## src/rtl/score_keeper.sv

```systemverilog
// -----------------------------------------------------------------------------
// score_keeper
//
// Two-player score accumulator for one round of the rhythm game. It counts the
// notes judged in a round. It turns each player's per-note hit/miss into a
// saturating 5-bit score with a streak bonus. It flags round completion to the
// downstream winner comparator.
//
// Scoring rules per player, applied on every judged note (note_tick in PLAY):
//   hit,  streak == 3 : +2 (one point plus bonus), streak -> 0
//   hit,  streak <  3 : +1, streak -> streak + 1
//   miss              : +0, streak -> 0
//   The score is clamped at MAX_SCORE and never wraps.
//
// Parameters:
//   ROUND_NOTES  notes per round, legal range 1..31
//   MAX_SCORE    saturation ceiling, must be <= 31
//
// Ports:
//   clk         in   1  system clock, rising edge
//   reset       in   1  asynchronous active-high reset, clears all state
//   start       in   1  round-start pulse (honoured in IDLE and DONE)
//   note_tick   in   1  one-cycle pulse closing one note's judgement window
//   hit1        in   1  player 1 hit flag, sampled only with note_tick
//   hit2        in   1  player 2 hit flag, sampled only with note_tick
//   result1     out  5  player 1 score
//   result2     out  5  player 2 score
//   note_count  out  5  notes judged so far this round
//   busy        out  1  high while a round is being played
//   round_done  out  1  high once the round is complete; results are final
// -----------------------------------------------------------------------------
module score_keeper #(
    parameter int ROUND_NOTES = 20,
    parameter int MAX_SCORE   = 31
) (
    input  logic       clk,
    input  logic       reset,
    input  logic       start,
    input  logic       note_tick,
    input  logic       hit1,
    input  logic       hit2,
    output logic [4:0] result1,
    output logic [4:0] result2,
    output logic [4:0] note_count,
    output logic       busy,
    output logic       round_done
);

    // -------------------------------------------------------------------------
    // Constants
    // -------------------------------------------------------------------------
    localparam logic [1:0] IDLE = 2'd0;
    localparam logic [1:0] PLAY = 2'd1;
    localparam logic [1:0] DONE = 2'd2;

    // The count value seen on the tick that closes the round.
    localparam logic [4:0] LAST_NOTE = 5'(ROUND_NOTES - 1);

    // Ceiling compared against the 6-bit sum, so score + bonus cannot wrap.
    localparam logic [5:0] SCORE_CAP = 6'(MAX_SCORE);

    localparam logic [1:0] STREAK_BONUS = 2'd3;

    // Per-player state: the visible score plus the hidden streak counter.
    typedef struct packed {
        logic [4:0] score;
        logic [1:0] streak;
    } player_t;

    // -------------------------------------------------------------------------
    // State
    // -------------------------------------------------------------------------
    logic [1:0] state;
    logic [1:0] state_nxt;
    player_t    p1;
    player_t    p1_nxt;
    player_t    p2;
    player_t    p2_nxt;
    logic [4:0] count;
    logic [4:0] count_nxt;
    logic       busy_q;
    logic       busy_nxt;
    logic       done_q;
    logic       done_nxt;

    // -------------------------------------------------------------------------
    // Judge one player for one note. The fourth consecutive hit earns the bonus.
    // That hit also restarts the streak, so the bonus repeats every four hits.
    // -------------------------------------------------------------------------
    function automatic player_t judge(input player_t cur, input logic hit);
        player_t    nxt;
        logic [5:0] add;
        logic [5:0] sum;
        nxt = cur;
        if (hit) begin
            if (cur.streak == STREAK_BONUS) begin
                add        = 6'd2;
                nxt.streak = 2'd0;
            end else begin
                add        = 6'd1;
                nxt.streak = cur.streak + 2'd1;
            end
        end else begin
            add        = 6'd0;
            nxt.streak = 2'd0;
        end
        sum = {1'b0, cur.score} + add;
        if (sum > SCORE_CAP) begin
            nxt.score = SCORE_CAP[4:0];
        end else begin
            nxt.score = sum[4:0];
        end
        return nxt;
    endfunction

    // -------------------------------------------------------------------------
    // Next-state logic
    // -------------------------------------------------------------------------
    always_comb begin
        // NOTE: every signal gets a default first so no path leaves it
        // unassigned; a missing default here would infer a latch.
        state_nxt = state;
        p1_nxt    = p1;
        p2_nxt    = p2;
        count_nxt = count;

        case (state)
            IDLE, DONE: begin
                // A tick on the same edge as start belongs to no round.
                if (start) begin
                    state_nxt = PLAY;
                    p1_nxt    = '0;
                    p2_nxt    = '0;
                    count_nxt = '0;
                end
            end
            PLAY: begin
                // start is deliberately ignored while a round is running.
                if (note_tick) begin
                    p1_nxt    = judge(p1, hit1);
                    p2_nxt    = judge(p2, hit2);
                    count_nxt = count + 5'd1;
                    if (count == LAST_NOTE) begin
                        state_nxt = DONE;
                    end
                end
            end
            default: begin
                state_nxt = IDLE;
            end
        endcase

        // Status flags are decoded from the next state and then registered.
        // This keeps busy and round_done glitch-free flop outputs.
        busy_nxt = (state_nxt == PLAY);
        done_nxt = (state_nxt == DONE);
    end

    // -------------------------------------------------------------------------
    // Registers
    // -------------------------------------------------------------------------
    always_ff @(posedge clk or posedge reset) begin
        if (reset) begin
            state  <= IDLE;
            p1     <= '0;
            p2     <= '0;
            count  <= '0;
            busy_q <= 1'b0;
            done_q <= 1'b0;
        end else begin
            // NOTE: non-blocking assignments let every flop sample the
            // pre-edge values, independent of statement order.
            state  <= state_nxt;
            p1     <= p1_nxt;
            p2     <= p2_nxt;
            count  <= count_nxt;
            busy_q <= busy_nxt;
            done_q <= done_nxt;
        end
    end

    // -------------------------------------------------------------------------
    // Outputs, driven straight from flops
    // -------------------------------------------------------------------------
    assign result1    = p1.score;
    assign result2    = p2.score;
    assign note_count = count;
    assign busy       = busy_q;
    assign round_done = done_q;

endmodule

```

## config.mk

```make
export PLATFORM = sky130hd
export DESIGN_NAME = score_keeper
export DESIGN_NICKNAME = d
export VERILOG_FILES = /design/src/rtl/score_keeper.sv
export SDC_FILE = /design/constraint.sdc
export NUM_CORES = 1
export LEC_CHECK = 0
export ABC_AREA = 1
export CAP_MARGIN = 40
export CORE_MARGIN = 3
export CORE_UTILIZATION = 47
export DETAILED_ROUTE_END_ITERATION = 6
export PLACE_DENSITY = 0.82
export SETUP_SLACK_MARGIN = 0.02
export SLEW_MARGIN = 20
export SYNTH_ARGS = -nofsm -noshare
export SYNTH_HDL_FRONTEND = slang
export SYNTH_SLANG_ARGS = --single-unit
```

## constraint.sdc

```tcl
create_clock -name clk -period 1.6 [get_ports clk]
set_input_delay 0.16 -clock clk [delete_from_list [all_inputs] [get_ports clk]]
set_output_delay 0.16 -clock clk [all_outputs]
set_load 0.05 [all_outputs]
```

==> out/qor.csv, run 1 <==
metric,value,unit
crit path time final,1.65,ns
pwr dens,1620,nW/um^2
max-cap viol count,0,
critical path's largest stage delay,0.45,ns
die area,3680,sq um
Tot Pwr,2.89,mW
vias in the first global route,1128,
violated checks,negative setup slack,
WS Path Type,reg -> reg,
Avg WL per Cell,12.7,um
CP Capture Type,flip-flop,
# hold bufs at CTS,0,
Critical Path RT,1.82,ns
Mean Syn Cell Area,8.03,sq um
GP Congestion,0.778,
post-synthesis sequential area ratio,0.410,
via/cell ratio,5.06,
Final Util,0.634,
nets,219,
Post-Route WL,2970,um
Total GRT Usage,0.171,
TritonCTS clock tree,yes,
pin count of the biggest net entering global routing,24,
max_slew headroom,0.759,
global route overflow,0,
Core Rows,19,
outcome,"complete, but fails checks",
H-Tree Depth,1,
clock latency on the worst-skew pair,0.32,ns
Syn Nets,190,
Synth-to-Final Area Change,26.6,%
clock sink count,23,
CP dominant cell by count,nand2_1,
global-route wire length before repair,4850,um
clock slew at reported path FFs,0.13,ns
clock skew,0.00568,ns
Worst Hold Class,in -> async,
Max Root-Sink Buffers,2,
Root Driver,clkbuf_4,
final critical-path share of the clock period,1.03,
drc violations,0,
TritonRoute pass-1 iters,4,
number of hold violations in the final report,0,
1st-iter DRT viols,58,
Worst path top cell family by delay,adder cells,
worst-path fanout max,2,
slowest CP cell,dfrtp_1,
Final WS setup,-0.0538,ns
Setup WS pre-CTS,-0.203,ns
Leak,0.934,nW
post-DP HPWL,1870,um
die width,60.7,um
CP Buf/Inv Count,1,
"Cell Chain, Critical Path","ha_4, nor2_4, ha_4, fa_2, inv_2, nand2_1, nand2_1, nand2_1",
Slew @ Worst Pin,0.361,ns
initial antenna violation count,0,
Buffers on Ports,22,
Worst Path Arrival,1.88,ns
Initial Utilization,0.501,
core area,2810,sq um
Layout Cells excl Fill,234,
Post-Syn Area,1410,sq um
Synth Instances,175,
# setup viols final,4,
synth warn,0,
I/O pins,23,
count of cell types in the netlist,21,
Fin Setup TNS,-0.0744,ns
RSZ-0062 raised after global routing,true,
Routed Antenna Nets,0,
placed cells,219,
n_diodes,0,
Num CTS Buffers,3,
worst IR drop on VDD,0.000902,V
total number of vias,1185,
Max Fclk,0.605,GHz
share of cells above drive strength 1,0.335,
#FFs+latches synth,23,
Die H,60.7,um
startpoint types,flip-flop,
Slew Limit Fails,0,
where the power goes:
| part | internal (mW) | switching [mW] | total [mW] |
|---|---|---|---|
| Sequential | 0.755 | 0.290 | 1.05 |
| Clock | 0.0955 | 0.184 | 0.280 |
| Combinational | 0.575 | 0.987 | 1.56 |
| Total | 1.43 | 1.46 | 2.89 |
flip-flops by register name (all words and copies together), names as in the netlist:
name	flops
state	2
result1	5
p2	2
p1	2
result2	5
busy	1
note_count	5
round_done	1
through the flow:
| step | area, sq um | hold slack, ns |
|---|---|---|
| final | 1780 | 0.171 |
| after global routing | 1780 | 0.203 |
| after CTS | 1680 | 0.175 |
| after detailed placement | 1550 | 0.477 |
| after global placement | 1550 | 0.475 |
| after floorplan | 1410 | 0.162 |
worst reg2reg max path: stages, from the launching register on:
cell,delay (ns)
dfrtp_1,0.45
ha_4,0.19
nor2_4,0.13
ha_4,0.15
fa_2,0.44
inv_2,0.06
nand2_1,0.05
nand2_1,0.06
nand2_1,0.04
layout by cell type, fill, tap and decap left out, types with 3 or more instances in the layout:
master	synthesis	routed
ha_4	0	6
dfrtp_1	23	23
inv_1	20	17
nand3_1	15	14
nor2_4	1	3
nand2_1	62	56
nand2_2	0	6
clkbuf_4	0	3
clkdlybuf4s50_1	0	5
nand4_1	8	8
buf_4	11	34
inv_2	3	6
o21ai_2	4	4
cells in the mapped netlist:
cell type	n	share of area
nand2_1	62	0.17
dfrtp_1	23	0.41
inv_1	20	0.053
nand3_1	15	0.053
buf_4	11	0.059
nand4_1	8	0.036
ha_1	7	0.062
nor2_1	4	0.011
o21ai_2	4	0.025
inv_2	3	0.0080
o21ai_0	3	0.011
clkbuf_1	2	0.0053
fa_1	2	0.028
nand2_4	2	0.016
o22ai_1	2	0.0089
xnor2_1	2	0.012
buf_6	1	0.0080
clkbuf_8	1	0.0098
nor2_4	1	0.0080
o21ai_1	1	0.0036
xor2_1	1	0.0062
path summary, 6_finish.rpt:
| check | from | endpoint | slack [ns] | cells past startpoint |
|---|---|---|---|---|
| setup / recovery | p1[1]$_DFFE_PP0P_ | result1[1]$_DFFE_PP0P_ | -0.05 | 8 |
| hold / removal | reset | p2[0]$_DFFE_PP0P_ | 0.17 | 3 |
| setup reg to reg | p1[1]$_DFFE_PP0P_ | result1[1]$_DFFE_PP0P_ | -0.05 | 8 |
| hold reg to reg | p2[1]$_DFFE_PP0P_ | p2[1]$_DFFE_PP0P_ | 0.56 | 2 |
| max in group asynchronous | reset | result2[0]$_DFFE_PP0P_ | 1.21 | 3 |
| min in group clk | start | state[1]$_DFF_PP0_ | 0.46 | 2 |
timing repair:
action | CTS | global route
buffers inserted | 8 | 3
resized for setup | 11 | 16
endpoints found under the setup margin | 7 | 10
gates cloned | 0 | 0
endpoints found under the hold margin | 0 | 0
pin swaps | 5 | 12
metal layers:
metal / up-vias / global-route usage / part of all wire
met5: - / 0 / 0
met4: 0 / 0.0402 / 0.0057
met3: 4 / 0.0489 / 0.044
met2: 34 / 0.298 / 0.52
met1: 551 / 0.210 / 0.43
li1: 596 / - / -
area by class of cell:
cell class	instances	area (sq um)
repair buffers	39	305
flip-flops and latches	23	576
well taps	31	38.8
fillers	251	1030
clock inverters	1	7.51
inverters	23	86.3
clock buffers	3	22.5
multi-input cells	114	743
cell families (layout without fill, tap and decap cells):
kind of cell	Yosys count	count (layout)	share of synthesized area
adders and majority gates	9	9	0.0908
and+or+nand+nor	92	92	0.289
DFF	23	23	0.410
xor gates and xnor gates	3	3	0.0187
AOI/OAI and AO/OA	10	10	0.0481
buffers and inverters	38	66	0.143
Note: power is estimated with default switching activity, not from simulation.
==> inputs of run 2 (changes only) <==
CELL_PAD_IN_SITES_DETAIL_PLACEMENT = 1   (was not set)
CELL_PAD_IN_SITES_GLOBAL_PLACEMENT = 1   (was not set)
CORE_UTILIZATION = 30   (was 47)
PLACE_DENSITY = 0.74   (was 0.82)
==> run 2 against run 1 <==
Against the previous run:
- the flow still finishes with violations (negative setup slack)
- sequential power about the same
- critical path depth unchanged
- design area up 4.6%
- worst hold slack better by 0.061 ns
==> out/qor.csv, run 2 (synthesis results as in run 1) <==
metric,value,unit
TritonCTS clock tree,yes,
Buffers on Ports,22,
Avg WL per Cell,13.6,um
number of hold violations in the final report,0,
vias in the first global route,1296,
Hold Slack,0.231,ns
Slew @ Worst Pin,0.314,ns
worst IR drop on VDD,0.000803,V
# setup viols final,5,
clock latency on the worst-skew pair,0.27,ns
Root Driver,clkbuf_8,
RSZ-0062 raised after global routing,true,
Post-Route WL,3480,um
1st-iter DRT viols,62,
I/O pins,23,
H-Tree Depth,1,
Layout Cells excl Fill,256,
flip-flop and latch area,576,sq um
Num CTS Buffers,3,
share of cells above drive strength 1,0.348,
startpoint types,flip-flop,
core area,4440,sq um
Routed Antenna Nets,0,
placed cells,242,
critical path's largest stage delay,0.43,ns
TritonRoute pass-1 iters,3,
max-cap viol count,0,
global-route wire length before repair,5730,um
Synth-to-Final Area Change,32.5,%
Initial Utilization,0.316,
CP dominant cell by count,nand2_1,
post-DP HPWL,2340,um
clock slew at reported path FFs,0.09,ns
crit path time final,1.64,ns
CP Capture Type,flip-flop,
slowest CP cell,fa_2,
Filler cells,531,
Area after DPL,1610,sq um
Worst path top cell family by delay,adder cells,
Slew Limit Fails,0,
Critical Path RT,1.77,ns
WS Path Type,reg -> reg,
worst-path fanout max,2,
Leak,0.967,nW
"commonest non-fill, non-tap cell in the layout",nand2_1,
die area,5540,sq um
initial antenna violation count,0,
CP Buf/Inv Count,1,
nets,220,
total number of vias,1226,
global route overflow,0,
drc violations,0,
Final WS setup,-0.0416,ns
die width,74.4,um
multi-input combinational cell area,761,sq um
GP Congestion,0.730,
pwr dens,1640,nW/um^2
Worst Hold Class,in -> async,
"commonest non-fill, non-tap cells in the layout","nand2_1 (56), buf_4 (34), dfrtp_1 (23), inv_1 (17), nand3_1 (13)",
clock sink count,23,
via/cell ratio,4.79,
Max Root-Sink Buffers,2,
n_diodes,0,
# hold bufs at CTS,0,
Die H,74.4,um
"Cell Chain, Critical Path","ha_4, nor2_4, ha_4, fa_2, inv_2, nand2_1, nand2_1, nand2_1",
clock skew,0.00605,ns
violated checks,negative setup slack,
max_slew headroom,0.790,
post-route cell area,1860,sq um
Worst Path Arrival,1.82,ns
outcome,"complete, but fails checks",
Max Fclk,0.609,GHz
pin count of the biggest net entering global routing,24,
final critical-path share of the clock period,1.03,
Total GRT Usage,0.132,
Core Rows,24,
## run 2: changes by cell type in the layout (fill, tap and decap cells not counted), sizes merged
cell | before | now
clkinvlp | 1 | 0
buf | 34 | 35
clkinv | 0 | 1
## run 2: metal layers
| metal | global-route usage | wire length [um] | vias to the layer above |
|---|---|---|---|
| met5 | 0 | 0 | - |
| met4 | 0.0217 | 11 | 0 |
| met3 | 0.0351 | 134 | 3 |
| met2 | 0.242 | 1840 | 21 |
| met1 | 0.156 | 1490 | 603 |
| li1 | - | - | 599 |
## run 2: repair_timing
item                       CTS  global route
setup buffers                5             5
pin swaps                    8            19
resized for setup           12            19
setup endpoints to repair    8            10
## run 2: stage by stage
step / TNS (ns) / util / setup slack (ns) / total power [mW]
global placement: -1.29 / 0.361 / -0.198 / 2.41
global route: -0.891 / 0.419 / -0.147 / 3.30
detailed placement: -1.41 / 0.361 / -0.218 / 2.46
finish: -0.117 / 0.419 / -0.0416 / 3.05
floorplan: 0 / - / 0.0229 / 2.15
CTS: -0.0802 / 0.389 / -0.0360 / 2.92
## run 2: layout make-up
class / instances / area share
Tap cell: 52 / 0.0349
Clock buffer: 3 / 0.0222
Sequential cell: 23 / 0.309
Timing Repair Buffer: 40 / 0.175
Inverter: 23 / 0.0477
Multi-Input combinational cell: 114 / 0.409
Clock inverter: 1 / 0.00269
## run 2: path summary, 6_finish.rpt
kind	endpoint	slack [ns]	depth (start not counted)	startpoint
max	result1[1]$_DFFE_PP0P_	-0.04	8	p1[1]$_DFFE_PP0P_
min	result2[1]$_DFFE_PP0P_	0.23	3	reset
max reg2reg	result1[1]$_DFFE_PP0P_	-0.04	8	p1[1]$_DFFE_PP0P_
min reg2reg	result2[0]$_DFFE_PP0P_	0.57	2	result2[0]$_DFFE_PP0P_
max in group asynchronous	note_count[2]$_DFFE_PP0P_	1.11	3	reset
min in group clk	round_done$_DFF_PP0_	0.53	2	start
## run 2: report_power, final
group / switching, mW / internal [mW]
Sequential: 0.292 / 0.757
Clock: 0.206 / 0.175
Combinational: 1.01 / 0.610
Total: 1.51 / 1.54
## run 2: worst min-delay path: cells and delay by family
family | cells | cell delay, ns
buf+inv | 3 | 0.75
==> inputs of run 3 (changes only) <==
CAP_MARGIN = 20   (was 40)
==> results of run 3 <==
The final DEF is identical to that of run 2; final timing and power are the same.
